[src/rtl/adj_edge_streamer.sv]
// adj_edge_streamer
//   Sequences adjacency-list fetches for the path-counting datapath. A node
//   index is accepted from the control FSM, its {edge base, degree} entry is
//   read from the offset table, and the node's successor indices are then read
//   from the edge-list RAM and streamed out one per beat through a 2-entry
//   output FIFO. Each beat carries a down-counter of remaining edges, which
//   includes the current beat, so the last beat carries 1.
//
// State table:
//   IDLE     | waiting for a request; accepts one only once the output FIFO is empty
//   OFF_WAIT | offset-table data valid; first edge read issued straight from it
//   STREAM   | issuing the remaining edge reads under FIFO credit
//   DRAIN    | all reads issued; waiting for the FIFO to empty
//
// Ports:
//   clk, rst_n                    clock, async active-low reset
//   req_valid/req_ready           request handshake, req_node_idx = node to expand
//   flush                         synchronous abort of the current stream
//   off_rd_en/addr/data           offset-table port, data = {base, degree}, 1-cycle latency
//   edge_rd_en/addr/data          edge-list port, data = successor index, 1-cycle latency
//   next_node_valid/ready         output beat handshake
//   next_node_idx/counter/none    beat payload
//   busy                          not IDLE or output FIFO non-empty
module adj_edge_streamer #(
    parameter int NODE_IDX_WIDTH  = 10,
    parameter int COUNTER_WIDTH   = 4,
    parameter int EDGE_ADDR_WIDTH = 12
) (
    input  logic                                     clk,
    input  logic                                     rst_n,
    input  logic                                     req_valid,
    input  logic [NODE_IDX_WIDTH-1:0]                req_node_idx,
    output logic                                     req_ready,
    input  logic                                     flush,
    output logic                                     off_rd_en,
    output logic [NODE_IDX_WIDTH-1:0]                off_rd_addr,
    input  logic [EDGE_ADDR_WIDTH+COUNTER_WIDTH-1:0] off_rd_data,
    output logic                                     edge_rd_en,
    output logic [EDGE_ADDR_WIDTH-1:0]               edge_rd_addr,
    input  logic [NODE_IDX_WIDTH-1:0]                edge_rd_data,
    output logic                                     next_node_valid,
    input  logic                                     next_node_ready,
    output logic [NODE_IDX_WIDTH-1:0]                next_node_idx,
    output logic [COUNTER_WIDTH-1:0]                 next_node_counter,
    output logic                                     next_node_none,
    output logic                                     busy
);

    localparam logic [COUNTER_WIDTH-1:0]   CNT_ONE = 1;
    localparam logic [EDGE_ADDR_WIDTH-1:0] EA_ONE  = 1;

    typedef enum logic [1:0] {
        IDLE     = 2'd0,
        OFF_WAIT = 2'd1,
        STREAM   = 2'd2,
        DRAIN    = 2'd3
    } state_t;

    state_t state, state_nxt;

    logic [EDGE_ADDR_WIDTH-1:0] rd_addr;
    logic [COUNTER_WIDTH-1:0]   issue_left;
    logic [COUNTER_WIDTH-1:0]   remaining;
    logic                       rd_inflight;
    logic [1:0]                 occ;

    logic [NODE_IDX_WIDTH-1:0]  head_idx, tail_idx;
    logic [COUNTER_WIDTH-1:0]   head_cnt, tail_cnt;
    logic                       head_none, tail_none;

    logic [EDGE_ADDR_WIDTH-1:0] off_base;
    logic [COUNTER_WIDTH-1:0]   off_deg;
    logic                       pop;
    logic                       push;
    logic [NODE_IDX_WIDTH-1:0]  push_idx;
    logic [COUNTER_WIDTH-1:0]   push_cnt;
    logic [2:0]                 credit_used;
    logic                       room;
    logic [1:0]                 occ_after_pop;
    logic                       load_off;
    logic                       push_none;
    logic                       stream_issue;

    assign off_base = off_rd_data[EDGE_ADDR_WIDTH+COUNTER_WIDTH-1:COUNTER_WIDTH];
    assign off_deg  = off_rd_data[COUNTER_WIDTH-1:0];

    assign next_node_valid   = (occ != 2'd0);
    assign next_node_idx     = head_idx;
    assign next_node_counter = head_cnt;
    assign next_node_none    = head_none;
    assign busy              = (state != IDLE) || (occ != 2'd0);

    assign pop           = next_node_valid && next_node_ready;
    assign occ_after_pop = occ - {1'b0, pop};

    // A slot freed by a same-cycle pop is counted as available; without that
    // the stream would stall every other cycle with ready held high.
    assign credit_used = {1'b0, occ} + {2'b00, rd_inflight} - {2'b00, pop};
    assign room        = (credit_used < 3'd2);

    assign push     = push_none || rd_inflight;
    assign push_idx = push_none ? '0 : edge_rd_data;
    assign push_cnt = push_none ? '0 : remaining;

    always_ff @(posedge clk or negedge rst_n) begin
        if (!rst_n) begin
            state <= IDLE;
        end else begin
            state <= state_nxt;
        end
    end

    always_comb begin
        state_nxt    = state;
        req_ready    = 1'b0;
        off_rd_en    = 1'b0;
        off_rd_addr  = '0;
        edge_rd_en   = 1'b0;
        edge_rd_addr = '0;
        load_off     = 1'b0;
        push_none    = 1'b0;
        stream_issue = 1'b0;
        case (state)
            IDLE: begin
                req_ready = (occ == 2'd0);
                if (req_valid && req_ready) begin
                    off_rd_en   = 1'b1;
                    off_rd_addr = req_node_idx;
                    state_nxt   = OFF_WAIT;
                end
            end
            OFF_WAIT: begin
                // FIFO is guaranteed empty here, so the first read needs no credit check.
                load_off = 1'b1;
                if (off_deg == '0) begin
                    push_none = 1'b1;
                    state_nxt = DRAIN;
                end else begin
                    edge_rd_en   = 1'b1;
                    edge_rd_addr = off_base;
                    state_nxt    = (off_deg == CNT_ONE) ? DRAIN : STREAM;
                end
            end
            STREAM: begin
                if (room && (issue_left != '0)) begin
                    edge_rd_en   = 1'b1;
                    edge_rd_addr = rd_addr;
                    stream_issue = 1'b1;
                    if (issue_left == CNT_ONE) begin
                        state_nxt = DRAIN;
                    end
                end
            end
            DRAIN: begin
                if (!rd_inflight && (occ_after_pop == 2'd0)) begin
                    state_nxt = IDLE;
                end
            end
            default: state_nxt = IDLE;
        endcase

        if (flush) begin
            state_nxt    = IDLE;
            req_ready    = 1'b0;
            off_rd_en    = 1'b0;
            off_rd_addr  = '0;
            edge_rd_en   = 1'b0;
            edge_rd_addr = '0;
            load_off     = 1'b0;
            push_none    = 1'b0;
            stream_issue = 1'b0;
        end
    end

    always_ff @(posedge clk or negedge rst_n) begin
        if (!rst_n) begin
            rd_addr     <= '0;
            issue_left  <= '0;
            remaining   <= '0;
            rd_inflight <= 1'b0;
            occ         <= 2'd0;
            head_idx    <= '0;
            head_cnt    <= '0;
            head_none   <= 1'b0;
            tail_idx    <= '0;
            tail_cnt    <= '0;
            tail_none   <= 1'b0;
        end else if (flush) begin
            // Clearing rd_inflight drops any read data returning next cycle.
            rd_addr     <= '0;
            issue_left  <= '0;
            remaining   <= '0;
            rd_inflight <= 1'b0;
            occ         <= 2'd0;
            head_idx    <= '0;
            head_cnt    <= '0;
            head_none   <= 1'b0;
            tail_idx    <= '0;
            tail_cnt    <= '0;
            tail_none   <= 1'b0;
        end else begin
            rd_inflight <= edge_rd_en;

            if (load_off) begin
                remaining  <= off_deg;
                issue_left <= (off_deg == '0) ? '0 : off_deg - CNT_ONE;
                rd_addr    <= off_base + EA_ONE;
            end else begin
                if (stream_issue) begin
                    issue_left <= issue_left - CNT_ONE;
                    rd_addr    <= rd_addr + EA_ONE;
                end
                if (rd_inflight) begin
                    remaining <= remaining - CNT_ONE;
                end
            end

            case ({push, pop})
                2'b10: begin
                    if (occ == 2'd0) begin
                        head_idx  <= push_idx;
                        head_cnt  <= push_cnt;
                        head_none <= push_none;
                        occ       <= 2'd1;
                    end else begin
                        tail_idx  <= push_idx;
                        tail_cnt  <= push_cnt;
                        tail_none <= push_none;
                        occ       <= 2'd2;
                    end
                end
                2'b01: begin
                    if (occ == 2'd2) begin
                        head_idx  <= tail_idx;
                        head_cnt  <= tail_cnt;
                        head_none <= tail_none;
                    end
                    occ <= occ - 2'd1;
                end
                2'b11: begin
                    if (occ == 2'd1) begin
                        head_idx  <= push_idx;
                        head_cnt  <= push_cnt;
                        head_none <= push_none;
                    end else begin
                        head_idx  <= tail_idx;
                        head_cnt  <= tail_cnt;
                        head_none <= tail_none;
                        tail_idx  <= push_idx;
                        tail_cnt  <= push_cnt;
                        tail_none <= push_none;
                    end
                end
                default: ;
            endcase
        end
    end

endmodule
[config.mk]
export PLATFORM = sky130hd
export DESIGN_NAME = adj_edge_streamer
export DESIGN_NICKNAME = d
export VERILOG_FILES = /design/src/rtl/adj_edge_streamer.sv
export SDC_FILE = /design/constraint.sdc
export NUM_CORES = 1
export LEC_CHECK = 0
export BUFFER_PORTS_ARGS = -buffer_cell sky130_fd_sc_hd__buf_4
export CAP_MARGIN = 15
export CORE_MARGIN = 4
export CORE_UTILIZATION = 45
export CTS_CLUSTER_SIZE = 8
export DETAILED_ROUTE_END_ITERATION = 8
export PLACE_DENSITY = 0.76
export SLEW_MARGIN = 40
export SYNTH_ARGS = -nofsm -noshare
export SYNTH_HDL_FRONTEND = slang
export SYNTH_SLANG_ARGS = --single-unit
[constraint.sdc]
create_clock -name clk -period 4.22 [get_ports clk]
set_input_delay 0.422 -clock clk [delete_from_list [all_inputs] [get_ports clk]]
set_output_delay 0.422 -clock clk [all_outputs]
set_load 0.02 [all_outputs]
# == After elaboration in Yosys (flattened, before gate mapping) ==
# Index checks and enable logic that the tools add are counted.
# classes
magnitude_cmp,1
addsub,9
reduce_logical,22
n_mux,74
eq_ne,18
# op_table
op,n
10-bit 2-to-1 mux,11
12-bit 2-to-1 mux,6
4-bit 2-to-1 mux,15
10-bit case mux with 3 select lines,1
1-bit 2-to-1 mux,25
12-bit by 1-bit adder with 12-bit output (second input constant),2
3-bit != test (second input constant),8
12-bit case mux with 2 select lines,1
10-bit case mux with 2 select lines,1
2-bit 2-to-1 mux,7
4-bit case mux with 3 select lines,1
3-bit nonzero test,4
4-bit by 1-bit subtractor with 4-bit output (second input constant),3
2-bit equality test (second input constant),5
4-bit by 1-bit equality test with 1-bit output (second input constant),2
2-bit case mux with 4 select lines,1
4-bit case mux with 2 select lines,1
4-bit nonzero test,2
2-bit by 1-bit equality test with 1-bit output (second input constant),3
2-bit logical NOT,3
3-bit AND reduction,2
1-bit logical AND,4
4-bit logical NOT,1
1-bit case mux with 2 select lines,2
11 further kinds,13
# word_totals
register_bits,55
inputBits,41
output_inout_bits,42
word_cells,136

# == Depth between registers and ports, before layout ==
# logic_depth
ltp_word,11
ltp_mapped,14

# == Worst setup path before layout ==
# No wires, ideal clock.
# synth_path
path_type,register -> output
from,register occ[1]
to,output port edge_rd_addr[10]
arrival_time_ns,2.893
path_slack_ns,0.905
path_stages_with_launch,13
path_cell_list,dfrtp_1 > inv_1 > ha_1 > nor2b_1 > buf_4 > xnor2_1 > nand2_1 > fa_1 > xor2_1 > nor3_4 > clkbuf_1 > a22oi_1 > nor2_1
# synth_between
elab_chain_cells,8
word_cells_on_any_way,9
cone_classes,2 x add/sub; 1 x order compare; 3 x mux; 3 x reduce/logical
# synth_lines
element,line_no,rtl
"start, declared",65,logic [1:0] occ;
"start signal, assigned",238,occ <= occ - 2'd1;
"parallel branches: the longest is 2 deep, another holds 2-bit by 1-bit adder with 3-bit output",--,
3-bit by 1-bit subtractor with 3-bit output (*),98,"assign credit_used = {1'b0, occ} + {2'b00, rd_inflight} - {2'b00, pop};"
3-bit by 2-bit less-than comparator with 1-bit output (*),99,assign room = (credit_used < 3'd2);
1-bit logical AND (*),145,if (room && (issue_left != '0)) begin
12-bit 2-to-1 mux (*),145,
12-bit case mux with 2 select lines (*),123,case (state)
12-bit 2-to-1 mux (*),162,if (flush) begin
"end, declared",39,"output logic [EDGE_ADDR_WIDTH-1:0] edge_rd_addr,"
# Every way passes the cells marked *.

# == Worst setup path after layout ==
# layout_path
from,register occ[1]
to,output port edge_rd_addr[11]
# The elaborated chain is that of the path after synthesis.

==> run_results.csv <==
group,metric,value,unit
synthesis,ys.flop_type,"dfrtp_1",
final_layout,multi_input_area,0.00214,sq mm
sta,hold_viol,0,
final_layout,final_cell_mix,"buf_4 (88), dfrtp_1 (55), nor2_1 (49), nand2_1 (29), a22oi_1 (27)",
final_layout,final_common_cell,"buf_4",
pwr,leakagePower,0.00207,uW
sta,clock_skew,4.02,ps
run_status,status,"finished clean",
routing,antenna_left,0,
worst_setup_path,cpMaxStageDelayCell,"dfrtp_1",
sta,max_slew_margin,53.4,%
job,drv_cap,0,
clocking,cts_hold_buf,0,
clocking,post_cts.repair.setup_buffers,0,
final_layout,fillers,697,
routing,dr.first_iter.drc_count,302,
clocking,cts_tree,"done",
clocking,clk_latency,310,ps
sta,min_period,3840,ps
floorplanning,ioPinCount,83,
final_layout,drive_gt1_share,25.1,%
routing,drcViolationCount,0,
worst_hold_path,hp-class,"input pin to async pin",
sta,rsz0062_at_grt,"no",
synthesis,synth_cell_types,56,
floorplanning,die_y,98.6,um
routing,dr_wl_met2,4780,um
synthesis,synth_seq_cells,55,
clocking,cts_buffers,5,
clocking,ctsRootBufferMaster,"clkbuf_8",
synthesis,yosysWarnings,0,
final_layout,n_antenna_cell,0,
placed_design,place_congestion,0.920,
floorplanning,initial_utilization,47.0,%
placed_design,dp_hpwl,7250,um
clocking,cts_resized,0,
worst_setup_path,worstSetupPathType,"register to output port",
sta,clock.fmax,260,MHz
routing,vias,3463,
sta,finalSetupViolations,0,
floorplanning,rows,32,
synthesis,ys_seq_area_share,37.3,%
routing,highest_layer,"met4",
worst_setup_path,path_cells,"inv_1, ha_1, nor2b_1, buf_4, xnor2_1, nand2_1, fa_1, xor2_1, nor3_4, buf_4, a22oi_1, nor2_1, buf_4",
sta,period_share,91.1,%
synthesis,synth_edf_count,0,
floorplanning,dieArea,0.00972,sq mm
grt,grt_max_degree,56,
sta,tns,0,ps
clocking,clk_pin_slew,100,ps
final_layout,final_util,56.9,%
routing,wl,9880,um
routing,wire_per_inst,17.2,um
synthesis,synthesis.area,0.00369,sq mm
grt,antenna_found_initial,0,
worst_setup_path,cp_top_family,"buffers and inverters",
worst_setup_path,path_common_cell,"buf_4",
worst_setup_path,startpoint_type,"register",
final_layout,final-seq-area,0.00138,sq mm
synthesis,syn_area_per_cell,9.16,sq um
clocking,cts_max_level,2,
synthesis,async_flop_share,100,%
sta,worstMarginPinSlew,700,ps
grt,grt_pass1_vias,3320,
placed_design,dpl_worst_slack,742,ps
floorplanning,die-width,98.6,um
worst_setup_path,rrSetupSlack,770,ps
placed_design,portBuffers,82,
worst_setup_path,cp_max_fo,11,
worst_setup_path,cp.arrival,3420,ps
final_layout,syn_to_final_growth,21.1,%
grt,grt_pass1_wl,16600,um
floorplanning,coreArea,0.00785,sq mm
worst_setup_path,reg2reg_depth,13,
worst_setup_path,rr_startpoint,"occ[1]",
synthesis,synth_cells,403,
worst_setup_path,path_buf_inv,4,
final_layout,fin_nets,534,
worst_setup_path,r2r_end,"rd_addr[8]",
worst_setup_path,setup.worst_path.end_class,"output port",
routing,firstDrtPassIters,5,
synthesis,synth.net_count,464,
routing,met1Wirelength,4170,um
pwr,power.density,584,mW/mm^2
grt,grt_overflow,0,
clocking,cts_buffer_depth,2,
routing,drt-vias-per-instance,6.01,
pwr,ir_drop,0.000232,V
clocking,cts.sink_count,55,
grt,grt.total_usage,20.4,%
worst_setup_path,cp.required,3800,ps
sta,fin_ws,377,ps
routing,wl_met3,816,um
worst_setup_path,max_stage_delay,450,ps
sta,drv_slew,0,
-- Yosys cell counts (all sizes together), types with 2 or more instances --
| master | n | area, sq um |
|---|---|---|
| a22oi | 27 | 203 |
| a211oi | 20 | 150 |
| nand2 | 29 | 109 |
| nor2 | 52 | 203 |
| ha | 19 | 238 |
| o22ai | 4 | 25.0 |
| o22a | 6 | 52.6 |
| o21ai | 5 | 28.8 |
| a21boi | 2 | 15.0 |
| or3 | 2 | 12.5 |
| or2 | 2 | 12.5 |
| xor2 | 7 | 61.3 |
| dfrtp | 55 | 1380 |
| o211ai | 5 | 37.5 |
| clkbuf | 13 | 48.8 |
| a22o | 18 | 158 |
| o2111ai | 2 | 23.8 |
| nand3 | 10 | 50.1 |
| inv | 17 | 63.8 |
| mux2i | 7 | 86.3 |
| nor4 | 2 | 27.5 |
| nand2b | 6 | 37.5 |
| mux2 | 6 | 71.3 |
| nor4b | 2 | 17.5 |
| xnor2 | 6 | 52.6 |
| a21oi | 16 | 83.8 |
| and3 | 13 | 81.3 |
| nor2b | 7 | 51.3 |
| buf | 12 | 73.8 |
| a31oi | 2 | 12.5 |
| and2 | 2 | 12.5 |
| o31ai | 6 | 45.0 |
| nor3 | 12 | 76.3 |
-- kinds of logic (layout without fill, tap and decap cells) --
family,after synthesis,after routing,synth area share (%)
adder cells (fa/ha/maj),20,20,6.98
AO/OA/AOI/OAI,118,118,23.9
XOR/XNOR,13,13,3.08
multiplexers,13,13,4.27
buffers and inverters,42,113,5.05
AND/OR/NAND/NOR,142,142,19.5
flip-flops,55,55,37.3
-- registers in the layout (all words and copies together), names as in the netlist, 2 cells and up --
name and flops:
rd_addr 12, next_node_idx 10, tail_idx 10, issue_left 4, next_node_counter 4, remaining 4
tail_cnt 4, occ 2, state 2
-- worst max-delay path by stage --
stage,start,end,slack (ps),depth (start not counted)
CTS,occ[1],edge_rd_addr[11],370,13
global placement,occ[1],edge_rd_addr[0],880,13
global route,occ[1],edge_rd_addr[11],120,13
finish,occ[1],edge_rd_addr[11],380,13
floorplan,occ[1],edge_rd_addr[10],900,12
detailed placement,occ[1],edge_rd_addr[11],740,13
-- layout make-up --
| cell class | count | share of cell area, % |
|---|---|---|
| multi-input cells | 306 | 47.9 |
| flip-flops and latches | 55 | 30.8 |
| repair buffers | 88 | 14.8 |
| well taps | 102 | 2.86 |
| clock buffers | 6 | 1.85 |
| inverters | 17 | 1.43 |
| clock inverters | 2 | 0.392 |
-- power breakdown --
group	leakage [uW]	switching (uW)	total (uW)	internal, uW
Clock	0.0000522	184	322	138
Combinational	0.00127	878	1470	594
Sequential	0.000746	152	815	663
Total	0.00207	1210	2610	1400
-- metrics by stage --
step | total power, uW | instance area [sq um] | hold WS, ps | cells
4_1_cts | 2610 | 4470 | 169 | 576
6_report | 2610 | 4470 | 148 | 576
3_3_place_gp | 2230 | 4360 | 484 | 568
5_1_grt | 2830 | 4470 | 199 | 576
3_5_place_dp | 2290 | 4370 | 482 | 568
2_1_floorplan | 1850 | 3690 | 126 | 403
-- layer usage --
metal | global-route usage [%] | vias to the layer above
li1 | - | 1614
met1 | 28.0 | 1682
met2 | 32.9 | 154
met3 | 4.95 | 13
met4 | 4.83 | 0
met5 | 0 | -
No activity file was read; power rests on OpenSTA's default activity.
